<file path="src/rtl/md_unit.sv">
// md_unit - multi-cycle multiply/divide unit for the EX stage.
//
// Owns the HI/LO architectural registers and executes mult, multu, div,
// divu, mthi and mtlo. A multiply holds busy for MUL_CYCLES cycles and then
// writes the 64-bit product to {HI,LO}. A divide runs DIV_ITERS restoring
// shift/subtract steps, then one sign-fixup cycle, and writes the quotient
// to LO and the remainder to HI. md_signal tells the ID-stage hazard unit
// to hold dependent instructions; it also covers the cycle a multiply or
// divide is issued, before busy has risen.
//
// Ports:
//   clk        in   1   system clock, rising edge
//   rst        in   1   asynchronous active-high reset
//   start      in   1   md instruction valid in EX this cycle
//   md_op      in   3   000 mult, 001 multu, 010 div, 011 divu,
//                       100 mthi, 101 mtlo, others no-op
//   src_a      in  32   rs value (dividend / multiplicand / mthi-mtlo data)
//   src_b      in  32   rt value (divisor / multiplier)
//   flush      in   1   cancel any in-flight operation, no HI/LO write
//   busy       out  1   operation in progress
//   md_signal  out  1   stall request to the hazard unit
//   hi         out 32   HI register
//   lo         out 32   LO register
module md_unit #(
  parameter int MUL_CYCLES = 4,
  parameter int DIV_ITERS  = 32
) (
  input  logic        clk,
  input  logic        rst,
  input  logic        start,
  input  logic [2:0]  md_op,
  input  logic [31:0] src_a,
  input  logic [31:0] src_b,
  input  logic        flush,
  output logic        busy,
  output logic        md_signal,
  output logic [31:0] hi,
  output logic [31:0] lo
);

  localparam int CNT_MAX = (MUL_CYCLES > DIV_ITERS) ? MUL_CYCLES : DIV_ITERS;
  localparam int CNT_W   = $clog2(CNT_MAX + 1);

  typedef enum logic [1:0] {
    S_IDLE,
    S_MUL,
    S_DIV,
    S_FIX
  } state_t;

  state_t             state_q, state_d;
  logic [CNT_W-1:0]   cnt_q, cnt_d;
  logic [31:0]        a_q, a_d;     // multiplicand, or quotient while dividing
  logic [31:0]        b_q, b_d;     // multiplier, or |divisor|
  logic [31:0]        rem_q, rem_d;
  logic               sgn_q, sgn_d; // signed operation
  logic               qneg_q, qneg_d;
  logic               rneg_q, rneg_d;
  logic [31:0]        hi_q, hi_d;
  logic [31:0]        lo_q, lo_d;

  logic signed [63:0] mul_a, mul_b, prod;
  logic [32:0]        rem_sh, diff;

  // Two's-complement negate when en is set; used for |x| and sign fix-up.
  function automatic logic [31:0] neg_if(input logic [31:0] v, input logic en);
    return en ? (~v + 32'd1) : v;
  endfunction

  // Sign-extend (signed op) or zero-extend both operands to 64 bits so that
  // the low 64 bits of a 64x64 multiply are the exact 32x32 product.
  assign mul_a = {{32{sgn_q & a_q[31]}}, a_q};
  assign mul_b = {{32{sgn_q & b_q[31]}}, b_q};
  assign prod  = mul_a * mul_b;

  // Restoring step: shift next dividend bit into the partial remainder and
  // try subtracting the divisor; bit 32 of diff set means it did not fit.
  assign rem_sh = {rem_q, a_q[31]};
  assign diff   = rem_sh - {1'b0, b_q};

  always_comb begin
    state_d = state_q;
    cnt_d   = cnt_q;
    a_d     = a_q;
    b_d     = b_q;
    rem_d   = rem_q;
    sgn_d   = sgn_q;
    qneg_d  = qneg_q;
    rneg_d  = rneg_q;
    hi_d    = hi_q;
    lo_d    = lo_q;

    if (flush) begin
      state_d = S_IDLE;
    end else begin
      unique case (state_q)
        S_IDLE: begin
          if (start) begin
            case (md_op)
              3'b000, 3'b001: begin
                a_d     = src_a;
                b_d     = src_b;
                sgn_d   = ~md_op[0];
                cnt_d   = CNT_W'(MUL_CYCLES - 1);
                state_d = S_MUL;
              end
              3'b010, 3'b011: begin
                sgn_d   = ~md_op[0];
                a_d     = neg_if(src_a, ~md_op[0] & src_a[31]);
                b_d     = neg_if(src_b, ~md_op[0] & src_b[31]);
                qneg_d  = ~md_op[0] & (src_a[31] ^ src_b[31]);
                rneg_d  = ~md_op[0] & src_a[31];
                rem_d   = 32'd0;
                cnt_d   = CNT_W'(DIV_ITERS - 1);
                state_d = S_DIV;
              end
              3'b100:  hi_d = src_a;
              3'b101:  lo_d = src_a;
              default: ;
            endcase
          end
        end
        S_MUL: begin
          if (cnt_q == '0) begin
            hi_d    = prod[63:32];
            lo_d    = prod[31:0];
            state_d = S_IDLE;
          end else begin
            cnt_d = cnt_q - CNT_W'(1);
          end
        end
        S_DIV: begin
          if (!diff[32]) begin
            rem_d = diff[31:0];
            a_d   = {a_q[30:0], 1'b1};
          end else begin
            rem_d = rem_sh[31:0];
            a_d   = {a_q[30:0], 1'b0};
          end
          if (cnt_q == '0) state_d = S_FIX;
          else             cnt_d   = cnt_q - CNT_W'(1);
        end
        S_FIX: begin
          // Divide by zero leaves HI/LO untouched but keeps the same latency.
          if (b_q != 32'd0) begin
            lo_d = neg_if(a_q, qneg_q);
            hi_d = neg_if(rem_q, rneg_q);
          end
          state_d = S_IDLE;
        end
        default: state_d = S_IDLE;
      endcase
    end
  end

  always_ff @(posedge clk or posedge rst) begin
    if (rst) begin
      state_q <= S_IDLE;
      cnt_q   <= '0;
      a_q     <= 32'd0;
      b_q     <= 32'd0;
      rem_q   <= 32'd0;
      sgn_q   <= 1'b0;
      qneg_q  <= 1'b0;
      rneg_q  <= 1'b0;
      hi_q    <= 32'd0;
      lo_q    <= 32'd0;
    end else begin
      state_q <= state_d;
      cnt_q   <= cnt_d;
      a_q     <= a_d;
      b_q     <= b_d;
      rem_q   <= rem_d;
      sgn_q   <= sgn_d;
      qneg_q  <= qneg_d;
      rneg_q  <= rneg_d;
      hi_q    <= hi_d;
      lo_q    <= lo_d;
    end
  end

  assign busy      = (state_q != S_IDLE);
  assign md_signal = busy | (start & ~md_op[2] & (state_q == S_IDLE));
  assign hi        = hi_q;
  assign lo        = lo_q;

endmodule

</file>
<file path="config.mk">
export PLATFORM = sky130hd
export DESIGN_NAME = md_unit
export DESIGN_NICKNAME = d
export VERILOG_FILES = /design/src/rtl/md_unit.sv
export SDC_FILE = /design/constraint.sdc
export NUM_CORES = 2
export LEC_CHECK = 0
export BUFFER_PORTS_ARGS = -buffer_cell sky130_fd_sc_hd__buf_2
export CAP_MARGIN = 20
export CORE_ASPECT_RATIO = 0.6
export CORE_MARGIN = 8
export CORE_UTILIZATION = 62
export CTS_CLUSTER_SIZE = 20
export DETAILED_ROUTE_END_ITERATION = 7
export PLACE_DENSITY = 0.79
export SLEW_MARGIN = 10
export SYNTH_ARGS = -nofsm -noshare
export SYNTH_HDL_FRONTEND = slang
export SYNTH_SLANG_ARGS = --single-unit
</file>
<file path="constraint.sdc">
create_clock -name clk -period 9.05 [get_ports clk]
set_input_delay 0.905 -clock clk [delete_from_list [all_inputs] [get_ports clk]]
set_output_delay 0.905 -clock clk [all_outputs]
set_load 0.01 [all_outputs]
</file>
==> impl_metrics.ini <==
[run_status]
status = completed

[detailed_routing]
drt_wl_total_mm = 164
wl_per_cell_um = 24.1
drtIter0Drc = 5083
avgViaCountPerCell = 6.01
first_pass_iters = 8
dr_total_vias = 40800
drc = 0
final_antenna_net_count = 0

[floorplanning]
die_y_um = 236
rows = 80
core_mm2 = 0.0798
dieArea_mm2 = 0.0905
start_util_pct = 62.9
die_w_um = 383
pin_count = 137

[cts]
cts_made_buffers = 17
htreeDepth = 4
cts_tree = yes
post_cts_buffers = 0
path_clk_slew_ps = 80
cts.sinks = 171
clockRootBuffer = clkbuf_16
clockBufferDepth = 2
cts_resized = 0
clkLatencyLatePin_ps = 460
cts_hold_buf = 0

[timing]
worst_slack_ps = 236
skew_ps = 16.0
hold_viol = 0
slew_headroom_pct = 23.9
finalMaxSlewViolations = 0
worst_pin_slew_ps = 1140
fin_crit_ps = 8810
rsz0062_at_grt = false
fmax_mhz = 113
setup_tns_ps = 0
finalCritPeriodShare_pct = 97.4
setup_violations = 0

[synthesis]
synth_area_leaders = fa_1 (45%), inv_1 (8.9%), dfrtp_1 (8.5%), nand2_1 (7.0%), ha_1 (6.4%)
syn_area_mm2 = 0.0501
avgSynthCellArea_um2 = 8.76
yosys.area.top_type = fa_1
synth-edff-count = 0
netlist.area_leader.share_pct = 45.0
synth-seq-cells = 171
synth_top_flop_cell = dfrtp_1
yosysWarningCount = 0
yosysSeqAreaShare_pct = 8.53
ys_async_sr_fraction_pct = 100
synth.distinct_cells = 79
syn_nets = 7173
syn_inst = 5721

[worst_setup_path]
critical_path_buf_inv_count = 7
critPathSlowestCell = dfrtp_1
crit_top_cell = fa_1
arrival_ps = 9140
crit_type = reg2reg
crit_fanout = 15
worst_setup_path_end_kind = flop
worstSetupStartpointType = flop
path_delay_family = adder cells
crit_required_ps = 9380
slowest_delay_ps = 980

[placement]
hpwl_mm = 137
dp_cells = 6757
place_ws_ps = 291
io_buffers = 136
place.gp.congestion = 1.02

[global_route]
grt_overflow = 0
antenna_found_initial = 10
grt_pass1_vias = 41700
grtUsageTotal_pct = 36.8
grt_pass1_wl_mm = 255
grt_max_degree = 98

[final_layout]
area_growth_pct = 5.73
drive_gt1_share_pct = 7.04
fillers = 6407
nets = 7163
fin_cells = 6797
final_util_pct = 66.5

[flow_run]
maxCapViolCount = 0

[worst_hold_path]
hold_class = reg2reg
-- synthesized netlist by cell type, drive strengths merged (4+ instances only) --
library cell  instances
fa                 1126
a221oi               40
o21a                 14
a31oi                14
xor2                 68
o21bai               13
buf                  48
nor3                 27
a22o                 15
a211oi               17
nand2b               30
or2                  17
nor4                 24
and3                 34
ha                  255
xnor2               149
nand4                14
nor2b                16
o31ai                37
a21o                 34
or4                  13
nor3b                 5
a21oi               208
nand3                30
nand2               931
and2                306
o211ai                7
clkbuf              292
inv                1190
a21boi                4
nor2                230
o41ai                19
mux2i                33
dfrtp               171
and4                  5
or3                  23
a41oi                 6
o22ai                12
o21ai               200
-- metrics by stage --
stage          area [um2]  hold slack (ps)
3_3_place_gp        52300              463
4_1_cts             52900              482
5_1_grt             53000              508
6_report            53000              478
2_1_floorplan       50100              516
3_5_place_dp        52300              466
-- sequential cells by signal, indices dropped and copies added, names as in the netlist --
signal	count
a_q	32
b_q	32
hi	32
lo	32
rem_q	32
cnt_q	6
state_q	2
qneg_q	1
rneg_q	1
sgn_q	1
-- cell type report --
class | count | area, um2 | share of cell area (%)
inverters | 1191 | 4480 | 8.46
flip-flops and latches | 171 | 4290 | 8.09
diodes | 7 | 17.5 | 0.0330
well taps | 1066 | 1330 | 2.52
clock inverters | 13 | 224 | 0.422
repair buffers | 311 | 2130 | 4.01
multi-input cells | 4019 | 40100 | 75.6
clock buffers | 19 | 443 | 0.835
-- worst register-to-register path, cell delays in order, from the launching register on --
cell and delay, ps:
dfrtp_1 980, buf_4 310, nand2_1 90, fa_1 560
inv_1 50, fa_1 480, inv_1 60, fa_1 530
fa_1 570, inv_1 50, fa_1 510, fa_1 440
fa_1 490, inv_1 50, fa_1 490, inv_1 50
ha_1 410, a21oi_1 320, o21ai_0 210, a2111oi_0 420
a21oi_1 120, a21oi_1 270, buf_4 200, o21bai_1 180
a311oi_1 310, xor2_1 390, o21ai_0 130
-- path summary, 6_finish.rpt --
check	from	end	cells past startpoint	slack (ps)
setup / recovery	a_q[6]$_DFFE_PP0P_	hi[11]$_DFFE_PP0P_	26	240
hold / removal	hi[1]$_DFFE_PP0P_	hi[1]$_DFFE_PP0P_	2	480
setup reg to reg	a_q[6]$_DFFE_PP0P_	hi[11]$_DFFE_PP0P_	26	240
hold reg to reg	hi[1]$_DFFE_PP0P_	hi[1]$_DFFE_PP0P_	2	480
max in group asynchronous	rst	b_q[15]$_DFFE_PP0P_	4	7080
min in group asynchronous	rst	lo[27]$_DFFE_PP0P_	2	670
-- per-layer routing --
metal  up-vias  track usage, %  routed length (um)
li1      17200               -                   -
met1     20400            53.8               67300
met2      2853            48.2               63600
met3       372            17.2               27600
met4        18            10.7                5570
met5         -               0                 124
-- cell usage in the layout, fill, tap and decap left out, types with 13 or more instances in the layout --
| master | Yosys | routed |
|---|---|---|
| a31oi_1 | 14 | 14 |
| ha_1 | 255 | 252 |
| inv_1 | 1190 | 1187 |
| o21ai_0 | 172 | 171 |
| a211oi_1 | 17 | 17 |
| and2_1 | 306 | 306 |
| o21a_1 | 14 | 14 |
| o21ai_1 | 26 | 26 |
| o21bai_1 | 13 | 13 |
| nor3_1 | 27 | 26 |
| nor2b_1 | 16 | 16 |
| and3_1 | 34 | 34 |
| clkbuf_16 | 0 | 17 |
| a21oi_1 | 206 | 206 |
| or2_2 | 14 | 14 |
| mux2i_1 | 33 | 33 |
| xor2_1 | 68 | 68 |
| nor2_1 | 229 | 228 |
| dfrtp_1 | 171 | 164 |
| nor4_1 | 22 | 22 |
| xnor2_1 | 149 | 149 |
| buf_4 | 0 | 165 |
| buf_2 | 2 | 136 |
| o31ai_1 | 34 | 33 |
| fa_1 | 1126 | 1126 |
| a22o_1 | 15 | 15 |
| nand2b_1 | 29 | 29 |
| nand3_1 | 30 | 30 |
| nand2_1 | 931 | 931 |
| a21o_1 | 34 | 34 |
| or3_1 | 19 | 18 |
| nand4_1 | 14 | 14 |
| a221oi_1 | 38 | 37 |
| o41ai_1 | 19 | 19 |
-- cell families after synthesis --
| family | after synthesis | synth area share [%] |
|---|---|---|
| fa+ha+maj | 1381 | 51.3 |
| buf+inv | 1531 | 11.6 |
| mux | 36 | 0.726 |
| simple gates | 1713 | 15.6 |
| compound gates | 672 | 8.40 |
| xor+xnor | 217 | 3.79 |
| flops | 171 | 8.53 |
Power is not shown: default switching activity piles up to over one toggle a cycle in this logic, so the estimate is an artifact.
